--- src/rtl/ceyloniac_pkg.sv ---
// Shared definitions for the ceyloniac RAM loader: loader state encoding
// and default RAM geometry.
package ceyloniac_pkg;

    localparam int DEFAULT_ADDR_WIDTH = 16;
    localparam int DEFAULT_DATA_WIDTH = 32;

    typedef enum logic [2:0] {
        ST_IDLE    = 3'd0,
        ST_LOAD    = 3'd1,
        ST_VERIFY  = 3'd2,
        ST_RELEASE = 3'd3,
        ST_DONE    = 3'd4
    } loader_state_t;

endpackage

--- src/rtl/ceyloniac_loader_addr_gen.sv ---
// Base+index word address counter for the RAM loader. The address wraps
// modulo 2^ADDR_WIDTH. 'restart' selects index 0 in the same cycle, so a
// restart combined with a step presents the base address and advances to
// index 1. 'last' flags the final word of the captured count; 'all_issued'
// is high once every index has been stepped past.
module ceyloniac_loader_addr_gen
    import ceyloniac_pkg::*;
#(
    parameter int ADDR_WIDTH = DEFAULT_ADDR_WIDTH
) (
    input  logic                  clk,
    input  logic                  rst,
    input  logic                  capture,
    input  logic [ADDR_WIDTH-1:0] base,
    input  logic [ADDR_WIDTH-1:0] count,
    input  logic                  restart,
    input  logic                  step,
    output logic [ADDR_WIDTH-1:0] addr,
    output logic                  last,
    output logic                  all_issued
);

    logic [ADDR_WIDTH-1:0] base_q;
    logic [ADDR_WIDTH-1:0] count_q;
    logic [ADDR_WIDTH-1:0] idx_q;
    logic [ADDR_WIDTH-1:0] idx_eff;

    assign idx_eff    = restart ? '0 : idx_q;
    assign addr       = base_q + idx_eff;
    assign last       = (idx_eff == (count_q - 1'b1));
    assign all_issued = (idx_q == count_q);

    // Capture base/count for a new load, otherwise advance or rewind the index.
    always_ff @(posedge clk) begin
        if (rst) begin
            base_q  <= '0;
            count_q <= '0;
            idx_q   <= '0;
        end else if (capture) begin
            base_q  <= base;
            count_q <= count;
            idx_q   <= '0;
        end else if (step) begin
            idx_q   <= idx_eff + 1'b1;
        end else if (restart) begin
            idx_q   <= '0;
        end
    end

endmodule

--- src/rtl/ceyloniac_ram_loader.sv ---
// Program loader that owns the external port of the RAM controller while a
// host streams words into consecutive addresses, then hands the RAM back and
// pulses processor_start. Optional readback verification is compiled in with
// the CEYLONIAC_LOADER_VERIFY_EN macro. dbg_state exposes the FSM state.
//
// Host handshake: a word transfers on every rising edge where host_valid and
// host_ready are both high. host_ready is registered; it is high throughout
// LOAD until the count-th word has transferred and low in every other state.
// The host may drop host_valid for any number of cycles.
module ceyloniac_ram_loader
    import ceyloniac_pkg::*;
#(
    parameter int ADDR_WIDTH = DEFAULT_ADDR_WIDTH,
    parameter int DATA_WIDTH = DEFAULT_DATA_WIDTH
) (
    input  logic                  clk,
    input  logic                  rst,
    input  logic                  load_start,
    input  logic [ADDR_WIDTH-1:0] load_base_addr,
    input  logic [ADDR_WIDTH-1:0] load_count,
    input  logic [DATA_WIDTH-1:0] host_data,
    input  logic                  host_valid,
    output logic                  host_ready,
    output logic                  ram_external_control_enable,
    output logic                  external_ram_enable,
    output logic                  external_ram_write_enable,
    output logic                  external_ram_read_enable,
    output logic [ADDR_WIDTH-1:0] external_ram_addr,
    output logic [DATA_WIDTH-1:0] external_ram_write_data,
    input  logic [DATA_WIDTH-1:0] external_ram_read_data,
    output logic                  load_busy,
    output logic                  load_done,
    output logic                  load_error,
    output logic                  processor_start,
    output logic [2:0]            dbg_state
);

    loader_state_t         state_q, state_d;
    logic                  host_ready_d, ctrl_d, ram_en_d, we_d;
    logic [ADDR_WIDTH-1:0] addr_d;
    logic [DATA_WIDTH-1:0] wdata_d;
    logic                  busy_d, done_d, start_d;
    logic                  ag_capture, ag_restart, ag_step;
    logic [ADDR_WIDTH-1:0] ag_addr;
    logic                  ag_last, ag_all_issued;

`ifdef CEYLONIAC_LOADER_VERIFY_EN
    logic                  re_d, re_q;
    logic                  rd_valid_q;
    logic                  error_d, error_q;
    logic [DATA_WIDTH-1:0] checksum_d, checksum_q;
    logic [DATA_WIDTH-1:0] sum_d, sum_q;

    assign external_ram_read_enable = re_q;
    assign load_error               = error_q;
`else
    logic unused_sigs;

    assign external_ram_read_enable = 1'b0;
    assign load_error               = 1'b0;
    assign unused_sigs              = ^{external_ram_read_data, ag_all_issued};
`endif

    assign dbg_state = state_q;

    ceyloniac_loader_addr_gen #(
        .ADDR_WIDTH(ADDR_WIDTH)
    ) u_addr_gen (
        .clk        (clk),
        .rst        (rst),
        .capture    (ag_capture),
        .base       (load_base_addr),
        .count      (load_count),
        .restart    (ag_restart),
        .step       (ag_step),
        .addr       (ag_addr),
        .last       (ag_last),
        .all_issued (ag_all_issued)
    );

    // Next state and next registered outputs; every output mirrors the state it is entering.
    always_comb begin
        state_d      = state_q;
        host_ready_d = 1'b0;
        ctrl_d       = 1'b0;
        ram_en_d     = 1'b0;
        we_d         = 1'b0;
        addr_d       = '0;
        wdata_d      = '0;
        busy_d       = 1'b0;
        done_d       = 1'b0;
        start_d      = 1'b0;
        ag_capture   = 1'b0;
        ag_restart   = 1'b0;
        ag_step      = 1'b0;
`ifdef CEYLONIAC_LOADER_VERIFY_EN
        re_d         = 1'b0;
        error_d      = error_q;
        checksum_d   = checksum_q;
        sum_d        = sum_q;
`endif
        case (state_q)
            ST_IDLE, ST_DONE: begin
                done_d = (state_q == ST_DONE);
                if (load_start) begin
                    ag_capture = 1'b1;
                    ctrl_d     = 1'b1;
                    busy_d     = 1'b1;
                    done_d     = 1'b0;
`ifdef CEYLONIAC_LOADER_VERIFY_EN
                    error_d    = 1'b0;
                    checksum_d = '0;
                    sum_d      = '0;
`endif
                    if (load_count == '0) begin
                        state_d = ST_RELEASE;
                    end else begin
                        state_d      = ST_LOAD;
                        host_ready_d = 1'b1;
                    end
                end
            end
            ST_LOAD: begin
                ctrl_d = 1'b1;
                busy_d = 1'b1;
                if (host_ready) begin
                    host_ready_d = 1'b1;
                    if (host_valid) begin
                        ram_en_d = 1'b1;
                        we_d     = 1'b1;
                        addr_d   = ag_addr;
                        wdata_d  = host_data;
                        ag_step  = 1'b1;
`ifdef CEYLONIAC_LOADER_VERIFY_EN
                        checksum_d = checksum_q + host_data;
`endif
                        if (ag_last) begin
                            host_ready_d = 1'b0;
                        end
                    end
                end else begin
                    // The final write strobe is on the port this cycle.
`ifdef CEYLONIAC_LOADER_VERIFY_EN
                    state_d    = ST_VERIFY;
                    ag_restart = 1'b1;
                    ag_step    = 1'b1;
                    ram_en_d   = 1'b1;
                    re_d       = 1'b1;
                    addr_d     = ag_addr;
`else
                    state_d    = ST_RELEASE;
`endif
                end
            end
`ifdef CEYLONIAC_LOADER_VERIFY_EN
            ST_VERIFY: begin
                ctrl_d = 1'b1;
                busy_d = 1'b1;
                if (!ag_all_issued) begin
                    ram_en_d = 1'b1;
                    re_d     = 1'b1;
                    addr_d   = ag_addr;
                    ag_step  = 1'b1;
                end
                if (rd_valid_q) begin
                    sum_d = sum_q + external_ram_read_data;
                    // No read on the port now means this return is the last one.
                    if (!re_q) begin
                        error_d = ((sum_q + external_ram_read_data) != checksum_q);
                        state_d = ST_RELEASE;
                    end
                end
            end
`endif
            ST_RELEASE: begin
                state_d = ST_DONE;
                start_d = 1'b1;
                done_d  = 1'b1;
            end
            default: begin
                state_d = ST_IDLE;
            end
        endcase
    end

    // State and output registers; reset returns the RAM to the processor.
    always_ff @(posedge clk) begin
        if (rst) begin
            state_q                     <= ST_IDLE;
            host_ready                  <= 1'b0;
            ram_external_control_enable <= 1'b0;
            external_ram_enable         <= 1'b0;
            external_ram_write_enable   <= 1'b0;
            external_ram_addr           <= '0;
            external_ram_write_data     <= '0;
            load_busy                   <= 1'b0;
            load_done                   <= 1'b0;
            processor_start             <= 1'b0;
        end else begin
            state_q                     <= state_d;
            host_ready                  <= host_ready_d;
            ram_external_control_enable <= ctrl_d;
            external_ram_enable         <= ram_en_d;
            external_ram_write_enable   <= we_d;
            external_ram_addr           <= addr_d;
            external_ram_write_data     <= wdata_d;
            load_busy                   <= busy_d;
            load_done                   <= done_d;
            processor_start             <= start_d;
        end
    end

`ifdef CEYLONIAC_LOADER_VERIFY_EN
    // Readback tracking: data returns one cycle after each read address.
    always_ff @(posedge clk) begin
        if (rst) begin
            re_q       <= 1'b0;
            rd_valid_q <= 1'b0;
            error_q    <= 1'b0;
            checksum_q <= '0;
            sum_q      <= '0;
        end else begin
            re_q       <= re_d;
            rd_valid_q <= re_q;
            error_q    <= error_d;
            checksum_q <= checksum_d;
            sum_q      <= sum_d;
        end
    end
`endif

endmodule

--- config.mk ---
export PLATFORM = sky130hd
export DESIGN_NAME = ceyloniac_ram_loader
export DESIGN_NICKNAME = d
export VERILOG_FILES = /design/src/rtl/ceyloniac_pkg.sv /design/src/rtl/ceyloniac_loader_addr_gen.sv /design/src/rtl/ceyloniac_ram_loader.sv
export SDC_FILE = /design/constraint.sdc
export NUM_CORES = 1
export LEC_CHECK = 0
export CAP_MARGIN = 30
export CORE_ASPECT_RATIO = 1.5
export CORE_MARGIN = 2
export CORE_UTILIZATION = 41
export DETAILED_ROUTE_END_ITERATION = 8
export HOLD_SLACK_MARGIN = 0.02
export PLACE_DENSITY = 0.76
export SYNTH_ARGS = -nofsm -noshare
export SYNTH_HDL_FRONTEND = slang
export SYNTH_SLANG_ARGS = --single-unit
--- constraint.sdc ---
create_clock -name clk -period 2.8 [get_ports clk]
set_clock_uncertainty 0.05 [all_clocks]
set_input_delay 0.56 -clock clk [delete_from_list [all_inputs] [get_ports clk]]
set_output_delay 0.56 -clock clk [all_outputs]
set_load 0.02 [all_outputs]
==> summary.md, run 1 <==
| Metric | Value |
|---|---|
| Status | `complete, no violations` |
| H-tree depth | `3` |
| Count of final max-slew check failures | `0` |
| Final nets | `slightly below 800` |
| Setup Total Neg Slack | `0 ns` |
| CTS Root Cell | `clkbuf_16` |
| Sinks on Clock Net | `104` |
| GR Util met3 | `under 10%` |
| Mapped Area | `between 0.004 and 0.005 mm²` |
| Maximum vdd drop | `~290 µV` |
| Crit path kind | `reg2reg` |
| Top cell family by delay on the critical path | `simple AND/OR/NAND/NOR gates` |
| Worst-path clk slew | `about 0.070 ns` |
| HP Class | `reg2reg` |
| CP max stage delay | `~0.52 ns` |
| Critical path's slowest cell | `or4_4` |
| Grt ovf | `0` |
| Yosys warning count | `0` |
| Vias | `~4200` |
| Pwr Total | `around 3.2 mW` |
| Yosys cell types | `between 50 and 60` |
| Vias in the first global route | `around 4200` |
| Hold buffers post-CTS | `0` |
| CTS resizes | `0` |
| Crit path depth | `7` |
| # DRC | `0` |
| Static Leak | `2.49 nW` |
| CP Max Fanout | `4` |
| Unrepaired setup endpoints after global routing | `false` |
| GPL Wtd Cong | `about 0.86` |
| Top Usage Layer GRT | `met2` |
| R2R cell count | `7` |
| Syn Area/Cell | `around 8.6 µm²` |
| Final setup vio count | `0` |
| All-Layer GR Usage | `a little under a fifth` |
| Io pins | `160` |
| Area Growth Syn to Fin | `37.1%` |
| Worst Path Required | `slightly below 3 ns` |
| Hold Vio Cnt, Final | `0` |
| Fillers | `around 990` |
| CTS tree | `yes` |
| Pwr dens | `496 mW/mm²` |
| Die ar. | `~0.012 mm²` |
| Post-CTS setup buffers | `0` |
| Clock buffer count from CTS | `9` |
| Worst Path Buf+Inv | `0` |
| 1st-pass router iterations | `4` |
| Share of layout cells above drive strength 1 | `around 7.4%` |
| Sequential cell area | `~0.0021 mm²` |
| Startpoint Class | `flip-flop` |
| DRT antenna net count | `0` |
| Post-synth EDFFs | `0` |
| Core Area | `~0.011 mm²` |
| Clk_lat worst skew | `between 0.3 and 0.4 ns` |
| Sequential share of the synthesized area | `~44%` |
| Slew headroom | `around three fifths` |
| GR Util met1 | `18.6%` |
| Drt via density | `about 5` |
| Initial Util | `between 40% and 50%` |
| Max Freq | `~370 MHz` |
| Post-DR wirelength/cell | `roughly 13 µm` |
| Number of DRC markers in iteration 0 | `between 100 and 150` |
| Bufs on Longest Clock Path | `2` |
| Minimum clock period | `about 2.7 ns` |
| Synth Register Bits | `104` |
| Diode count | `0` |
| Die H | `approximately 130 µm` |
| WP data arrival | `approximately 2.8 ns` |
| Top FF cell, synth | `dfxtp_1` |
| Met2 usage | `approximately 34%` |
| Number of port buffers | `roughly 130` |
| Pin count of the biggest net entering global routing | `40` |
| Die Wd | `about 91 µm` |
| First-pass GRT wire length | `~18 mm` |
| Tcrit/Tclk final | `between 90% and 100%` |
| Area of the multi-input gates | `approximately 0.0024 mm²` |
| Detailed placer's ending HPWL | `8.71 mm` |
| Worst slew pin tran | `between 0.5 and 0.6 ns` |
| Std cell rows | `47` |
| Final WL | `between 10 and 15 mm` |
| Async SR Flop Fraction | `0%` |
| Setup crit end kind | `flip-flop` |
| MaxCap Viol Count | `0` |
| WHS Path Cells | `2` |
| Post-Syn Instances | `about 550` |
| Antenna violations before repair | `0` |
| CP cell instances | `or4_4, or3_4, or3b_1, a211oi_2, a311oi_1, a2111oi_1, a31oi_1` |
-- synthesized netlist by cell type, types with 4 or more instances --
| cell | count | area share [%] |
|---|---|---|
| ha_1 | 17 | 4.5 |
| a31oi_1 | 5 | 0.67 |
| a21o_1 | 7 | 1.1 |
| nand2_1 | 88 | 7.1 |
| nand2b_1 | 8 | 1.1 |
| xor2_1 | 21 | 3.9 |
| nand4_1 | 7 | 0.94 |
| inv_1 | 10 | 0.80 |
| nand3_1 | 8 | 0.86 |
| o21ai_0 | 18 | 1.9 |
| o31ai_1 | 4 | 0.64 |
| a211oi_1 | 4 | 0.64 |
| xnor2_1 | 18 | 3.4 |
| a21oi_1 | 51 | 5.5 |
| clkbuf_1 | 23 | 1.8 |
| or3_1 | 5 | 0.67 |
| dfxtp_1 | 104 | 44 |
| and2_1 | 34 | 4.5 |
| nor2b_1 | 6 | 0.80 |
| nor3_1 | 10 | 1.1 |
| nor2_1 | 39 | 3.1 |
| nor4_1 | 8 | 1.1 |
| buf_4 | 6 | 0.96 |
-- state kept, by name (all words and copies together), names as in the netlist --
signal	flops
external_ram_write_data	32
dbg_state	3
load_done	1
processor_start	1
external_ram_addr	16
u_addr_gen.count_q	16
host_ready	1
u_addr_gen.base_q	16
load_busy	1
external_ram_write_enable	1
u_addr_gen.idx_q	16
-- final cells by class --
class	instances	area share [%]
Clock inverter	7	0.838
Clock buffer	9	3.51
Multi-Input combinational cell	403	37.7
Timing Repair Buffer	147	22.1
Inverter	10	0.585
Sequential cell	104	32.4
Tap cell	147	2.86
-- layer usage --
layer / vias up / wire [µm]
li1: 2118 / -
met2: 128 / 5990
met3: 36 / 516
met1: 1939 / 4170
met5: - / 0
met4: 0 / 443
-- through the flow --
step	hold slack [ns]	instances	setup slack (ns)	utilization (%)	cell area (µm²)
after CTS	0.411	827	0.0749	57.8	6420
final	0.409	827	0.126	57.8	6420
after global placement	0.399	811	0.0693	55.3	6140
after global routing	0.435	827	0.0500	57.8	6420
after floorplan	0.390	548	0.183	-	4690
after detailed placement	0.402	811	0.0455	55.3	6140
-- kinds of logic (layout without fill, tap and decap cells) --
family	count (synthesis)	count (layout)	share of synthesized area, %
muxes	2	2	0.428
buffers and inverters	41	173	3.95
and+or+nand+nor	235	235	25.0
xor gates and xnor gates	39	39	7.30
DFF	104	104	44.5
adders and majority gates	18	18	4.97
other	1	2	0.0801
AOI/OAI and AO/OA	107	107	13.8
-- worst register-to-register path: cells and delay by family, from the launching register on --
family	cells	cell delay (ns)
flip-flops	1	0.31
AO/OA/AOI/OAI	4	0.82
AND/OR/NAND/NOR	3	1.35
-- power breakdown --
group          switching, mW  leakage [nW]  internal [mW]
Clock                  0.556         0.128          0.609
Sequential            0.0343         0.843           1.52
Combinational          0.230          1.52          0.234
-- layout by cell type (no fill, tap or decap), drive strengths merged, types with 9 or more instances in the layout --
master and count:
clkdlybuf4s50 125, dfxtp 104, nand2 88, a21oi 51, nor2 39, and2 34
buf 22, xor2 21, o21ai 18, xnor2 18, ha 17, inv 12
nor3 10, clkbuf 9
-- final timing paths --
check	slack, ns	startpoint	to
min	0.41	u_addr_gen.base_q[6]	u_addr_gen.base_q[6]
min reg2reg	0.41	u_addr_gen.base_q[6]	u_addr_gen.base_q[6]
max	0.13	u_addr_gen.count_q[4]	host_ready
max reg2reg	0.13	u_addr_gen.count_q[4]	host_ready
(Power assumes the default switching activity.)
==> inputs of run 2 (changes only) <==
--- a/config.mk
+++ b/config.mk
@@ -8,10 +8,10 @@
 export CAP_MARGIN = 30
 export CORE_ASPECT_RATIO = 1.5
 export CORE_MARGIN = 2
-export CORE_UTILIZATION = 41
+export CORE_UTILIZATION = 40
 export DETAILED_ROUTE_END_ITERATION = 8
 export HOLD_SLACK_MARGIN = 0.02
-export PLACE_DENSITY = 0.76
+export PLACE_DENSITY = 0.75
 export SYNTH_ARGS = -nofsm -noshare
 export SYNTH_HDL_FRONTEND = slang
 export SYNTH_SLANG_ARGS = --single-unit
==> summary.md, run 2 (synthesized netlist as in run 1, its figures left out) <==
| Metric | Value |
|---|---|
| Top reg by flops | `external_ram_write_data` |
| GPL Wtd Cong | `0.859 (about the same)` |
| Hold Crit Start | `u_addr_gen.base_q[9]` |
| # DRC | `0 (unchanged)` |
| Area Growth Syn to Fin | `38.7%` |
| Worst slew pin tran | `0.533 ns (-0.0499 ns)` |
| Detailed placer's ending HPWL | `8.72 mm (+0.14%)` |
| Top cell family by delay on the critical path | `simple AND/OR/NAND/NOR gates` |
| Final nets | `794 (+0.13%)` |
| Hold Vio Cnt, Final | `0 (unchanged)` |
| Initial Util | `40.8% (-1.3 points)` |
| All-Layer GR Usage | `18.3% (+0.038 points)` |
| Final design utilization | `56.6% (-1.1 points)` |
| Max Freq | `376 MHz (+0.59%)` |
| Die H | `137 µm (+1.2%)` |
| Core Area | `0.0115 mm² (+3.2%)` |
| Post-DR wirelength/cell | `13.4 µm (-0.66%)` |
| Vias | `4165 (-1.3%)` |
| 1st-pass router iterations | `4 (unchanged)` |
| Commonest non-fill, non-tap cell in the layout | `clkdlybuf4s50_1` |
| Pin count of the biggest net entering global routing | `33 (-18%)` |
| MaxCap Viol Count | `0 (unchanged)` |
| Pwr dens | `521 mW/mm² (+5.1%)` |
| Tcrit/Tclk final | `94.9% (-0.56 points)` |
| Setup crit end kind | `flip-flop` |
| Die Wd | `92.3 µm (+1.2%)` |
| Drt via density | `5.01 (-1.8%)` |
| Count of final max-slew check failures | `0 (unchanged)` |
| Final Non-Filler Cells | `831 (+0.48%)` |
| Reg2Reg Launch Point | `u_addr_gen.count_q[1]` |
| Std cell rows | `48 (+2.1%)` |
| Slew headroom | `64.1% (+2.9 points)` |
| Number of port buffers | `125 (unchanged)` |
| CTS Root Cell | `clkbuf_16` |
| Share of layout cells above drive strength 1 | `7.64% (+0.28 points)` |
| Crit path from | `u_addr_gen.count_q[1]` |
| Antenna violations before repair | `0 (unchanged)` |
| WP data arrival | `2.83 ns (about the same)` |
| Final setup vio count | `0 (unchanged)` |
| Die ar. | `0.0126 mm² (+2.4%)` |
| Critical path's slowest cell | `or4_1` |
| Post-CTS setup buffers | `0 (unchanged)` |
| Number of DRC markers in iteration 0 | `101 (-18%)` |
| Static Leak | `2.52 nW (+1.3%)` |
| Startpoint Class | `flip-flop` |
| Clk_lat worst skew | `0.35 ns (about the same)` |
| Most frequent cells in the layout | `clkdlybuf4s50_1, dfxtp_1, nand2_1` |
| CP Max Fanout | `4 (unchanged)` |
| Vias in the first global route | `4187 (+0.46%)` |
| Io pins | `160 (unchanged)` |
| Crit path kind | `reg2reg` |
| Status | `complete, no violations` |
| CP max stage delay | `0.56 ns (+0.04 ns)` |
| Grt ovf | `0 (unchanged)` |
| Maximum vdd drop | `349 µV (+21%)` |
| Unrepaired setup endpoints after global routing | `false` |
| Inst Count DP | `815 (+0.49%)` |
| Worst Path Required | `2.97 ns (about the same)` |
| Bufs on Longest Clock Path | `2 (unchanged)` |
| DRT antenna net count | `0 (unchanged)` |
| HP Class | `reg2reg` |
| First-pass GRT wire length | `18.5 mm (+1.4%)` |
| Clock buffer count from CTS | `9 (unchanged)` |
| Pwr Total | `3.39 mW (+6.4%)` |
| Diode count | `0 (unchanged)` |
| CP cell instances | `or4_1, or3_4, or3b_1, a211oi_2, a311oi_1, a2111oi_2, a31oi_1` |
| Largest register FFs | `32 (unchanged)` |
| Final WL | `11.1 mm (-0.18%)` |
| Sinks on Clock Net | `104 (unchanged)` |
| Worst-path clk slew | `0.07 ns (about the same)` |
| Minimum clock period | `2.66 ns (-0.0158 ns)` |
| H-tree depth | `3 (unchanged)` |
| Worst Path Buf+Inv | `0 (unchanged)` |
| CTS tree | `yes` |
-- run 2: cell count changes in the layout (fill, tap and decap cells not counted), sizes merged --
cell | previous run | this run
clkinv | 2 | 0
clkinvlp | 3 | 2
inv | 12 | 13
buf | 22 | 23
bufinv | 0 | 2
-- run 2: per-layer routing --
| layer | GRT usage (%) | up-vias | wire [µm] |
|---|---|---|---|
| met5 | 0 | - | 0 |
| met4 | 10.3 | 0 | 349 |
| met3 | 3.47 | 27 | 514 |
| met2 | 34.1 | 127 | 5960 |
| met1 | 19.2 | 1888 | 4270 |
| li1 | - | 2123 | - |
-- run 2: layout make-up --
class | count | area (µm²)
fill | 1023 | 4970
multi-input combinational | 403 | 2430
sequential | 104 | 2080
timing repair buffer | 148 | 1440
clock buffer | 9 | 225
tap | 150 | 188
clock inverter | 7 | 101
inverter | 10 | 37.5
-- run 2: repair_timing --
action / CTS / global route
resized for setup: 1 / 0
endpoints found under the hold margin: 0 / 0
setup endpoints to repair: 1 / 1
pin swaps: 0 / 1
hold buffers: 0 / 0
-- run 2: per-stage QoR --
step	setup slack (ns)	instance area [µm²]	hold WS, ns	setup TNS, ns
3_5_place_dp	-0.0171	6160	0.404	-0.0171
5_1_grt	0.0680	6500	0.436	0
2_1_floorplan	0.183	4690	0.390	0
4_1_cts	0.0678	6500	0.413	0
6_report	0.142	6500	0.410	0
3_3_place_gp	0.0751	6160	0.399	0
-- run 2: tightest hold or removal path: stages, from the launching register on --
cell and delay (ns):
dfxtp_1 0.31, nand2_1 0.05, a21oi_1 0.05
-- run 2: report_power, final --
part / switching [mW] / internal [mW] / total, mW
Combinational: 0.229 / 0.238 / 0.467
Sequential: 0.0348 / 1.52 / 1.56
Clock: 0.572 / 0.793 / 1.36
Total: 0.836 / 2.55 / 3.39
-- run 2: worst paths after layout --
kind,end,slack (ns),cells past startpoint
max,host_ready,0.14,7
min,u_addr_gen.base_q[9],0.41,2
max reg2reg,host_ready,0.14,7
min reg2reg,u_addr_gen.base_q[9],0.41,2
==> inputs of run 3 (changes only) <==
--- a/config.mk
+++ b/config.mk
@@ -10,8 +10,8 @@
 export CORE_MARGIN = 2
 export CORE_UTILIZATION = 40
 export DETAILED_ROUTE_END_ITERATION = 8
+export DONT_BUFFER_PORTS = 1
 export HOLD_SLACK_MARGIN = 0.02
-export PLACE_DENSITY = 0.75
 export SYNTH_ARGS = -nofsm -noshare
 export SYNTH_HDL_FRONTEND = slang
 export SYNTH_SLANG_ARGS = --single-unit
==> summary.md, run 3 (synthesized netlist as in run 1, its figures left out) <==
| Metric | Value |
|---|---|
| Pwr Total | `3.18 mW (-6.1%)` |
| Psw | `0.794 mW (-5.1%)` |
| Grt ovf | `0 (unchanged)` |
| Maximum vdd drop | `260 µV (-26%)` |
| Post-DR wirelength/cell | `15.0 µm (+12%)` |
| Setup crit end kind | `flip-flop` |
| Pwr dens | `614 mW/mm² (+18%)` |
| CTS resizes | `0 (-1)` |
| Hold Vio Cnt, Final | `0 (unchanged)` |
| Die ar. | `0.0126 mm² (unchanged)` |
| H-tree depth | `3 (unchanged)` |
| Setup WS post-layout | `0.116 ns (-0.0257 ns)` |
| Number of port buffers | `0 (-100%)` |
| Critical path's slowest cell | `or4_4` |
| Clock power share | `40.3% (about the same)` |
| Detailed placer's ending HPWL | `8.09 mm (-7.2%)` |
| Final Cell Area | `0.00518 mm² (-20%)` |
| All-Layer GR Usage | `17.3% (-1.1 points)` |
| WP data arrival | `2.85 ns (+0.02 ns)` |
| Static Leak | `2.04 nW (-19%)` |
| Clock buffer count from CTS | `9 (unchanged)` |
| Io pins | `160 (unchanged)` |
| Final Non-Filler Cells | `703 (-15%)` |
| Final nets | `666 (-16%)` |
| Pin count of the biggest net entering global routing | `42 (+27%)` |
| Vias | `3690 (-11%)` |
| Worst-path clk slew | `0.07 ns (about the same)` |
| Largest register FFs | `32 (unchanged)` |
| # DRC | `0 (unchanged)` |
| Share of layout cells above drive strength 1 | `8.50% (+0.86 points)` |
| Max Freq | `373 MHz (-0.96%)` |
| Vias in the first global route | `3652 (-13%)` |
| CP cell instances | `or4_4, or3_4, or3b_1, a211oi_2, a311oi_1, a2111oi_1, a31oi_1` |
| Internal power | `2.39 mW (-6.5%)` |
| Fraction of power spent switching nets | `25.0% (+0.28 points)` |
| Pre-CTS WS | `0.140 ns (+0.157 ns)` |
| Antenna violations before repair | `0 (unchanged)` |
| Most frequent cells in the layout | `dfxtp_1, nand2_1, a21oi_1` |
| Std cell rows | `48 (unchanged)` |
| CP Max Fanout | `2 (-2)` |
| Diode count | `0 (unchanged)` |
| Final design utilization | `45.2% (-11 points)` |
| Slew headroom | `57.1% (-7.0 points)` |
| MaxCap Viol Count | `0 (unchanged)` |
| Startpoint Class | `flip-flop` |
| Worst slew pin tran | `0.644 ns (+0.111 ns)` |
| Count of final max-slew check failures | `0 (unchanged)` |
| GPL Wtd Cong | `0.858 (-0.12%)` |
| Top reg by flops | `external_ram_write_data` |
| Unrepaired setup endpoints after global routing | `false` |
| Clk_lat worst skew | `0.35 ns (about the same)` |
| Post-CTS setup buffers | `0 (unchanged)` |
| CP max stage delay | `0.53 ns (-0.03 ns)` |
| Crit path kind | `reg2reg` |
| Status | `complete, no violations` |
| Final setup vio count | `0 (unchanged)` |
| Bufs on Longest Clock Path | `2 (unchanged)` |
| Top cell family by delay on the critical path | `simple AND/OR/NAND/NOR gates` |
| Area Growth Syn to Fin | `10.7%` |
| Sinks on Clock Net | `104 (unchanged)` |
| Worst Path Required | `2.97 ns (about the same)` |
| HP Class | `in2reg` |
| Minimum clock period | `2.68 ns (+0.0257 ns)` |
| Drt via density | `5.25 (+4.7%)` |
| Commonest non-fill, non-tap cell in the layout | `dfxtp_1` |
| Number of DRC markers in iteration 0 | `91 (-9.9%)` |
| Hold buffers post-CTS | `0 (unchanged)` |
| DRT antenna net count | `0 (unchanged)` |
| Tcrit/Tclk final | `95.8% (+0.92 points)` |
| Final WL | `10.5 mm (-5.0%)` |
| CTS tree | `yes` |
| First-pass GRT wire length | `17.2 mm (-7.3%)` |
| Setup Total Neg Slack | `0 ns (unchanged)` |
| Die Wd | `92.3 µm (unchanged)` |
| Core Area | `0.0115 mm² (unchanged)` |
| Inst Count DP | `687 (-16%)` |
| Initial Util | `40.8% (unchanged)` |
| 1st-pass router iterations | `4 (unchanged)` |
| Worst Path Buf+Inv | `0 (unchanged)` |
| Comb pwr share | `10.6% (-3.2 points)` |
| CTS Root Cell | `clkbuf_16` |
| Die H | `137 µm (unchanged)` |
| Reg power frac | `49.2% (+3.3 points)` |
| Dpl cell area | `0.00488 mm² (-21%)` |
| Worst hold margin | `0.221 ns (-0.189 ns)` |
run 3: cell types whose count changed in the layout (fill, tap and decap cells not counted):
| cell | previous run | this run |
|---|---|---|
| clkbuf_8 | 0 | 1 |
| buf_4 | 22 | 20 |
| buf_12 | 1 | 0 |
| a2111oi_1 | 0 | 1 |
| clkdlybuf4s50_1 | 125 | 0 |
| clkbuf_1 | 0 | 1 |
| a2111oi_2 | 1 | 0 |
| inv_6 | 3 | 2 |
| bufinv_16 | 2 | 1 |
run 3: worst reg2reg max path, cell delays in order, from the launching register on:
cell,delay (ns)
dfxtp_1,0.31
or4_4,0.53
or3_4,0.41
or3b_1,0.41
a211oi_2,0.24
a311oi_1,0.11
a2111oi_1,0.36
a31oi_1,0.14
run 3: path summary, 6_finish.rpt:
check / start / endpoint / slack [ns] / cells after the start
setup / recovery: u_addr_gen.count_q[4] / host_ready / 0.12 / 7
hold / removal: rst / dbg_state[2] / 0.22 / 1
setup reg to reg: u_addr_gen.count_q[4] / host_ready / 0.12 / 7
hold reg to reg: u_addr_gen.base_q[13] / u_addr_gen.base_q[13] / 0.41 / 2
run 3: final cells by class:
class	count	area (µm²)
clock buffer	11	243
clock inverter	5	62.6
fill	1145	6290
inverter	10	37.5
multi-input combinational	403	2420
sequential	104	2080
tap	150	188
timing repair buffer	20	150
run 3: metal layers:
metal / routed length (µm) / track usage [%] / share of wire, % / vias up
met5: 0 / 0 / 0 / -
met4: 281 / 7.71 / 2.7 / 0
met3: 727 / 5.07 / 6.9 / 20
met2: 5390 / 31.6 / 51 / 137
met1: 4140 / 18.1 / 39 / 1668
li1: - / - / - / 1865
run 3: power by group through the flow:
stage	logic (mW)	registers [mW]	clock network, mW
2_1_floorplan	0.265	1.59	0
3_3_place_gp	0.326	1.60	0
3_5_place_dp	0.336	1.60	0
4_1_cts	0.338	1.56	1.32
5_1_grt	0.374	1.57	1.37
6_report	0.337	1.56	1.28
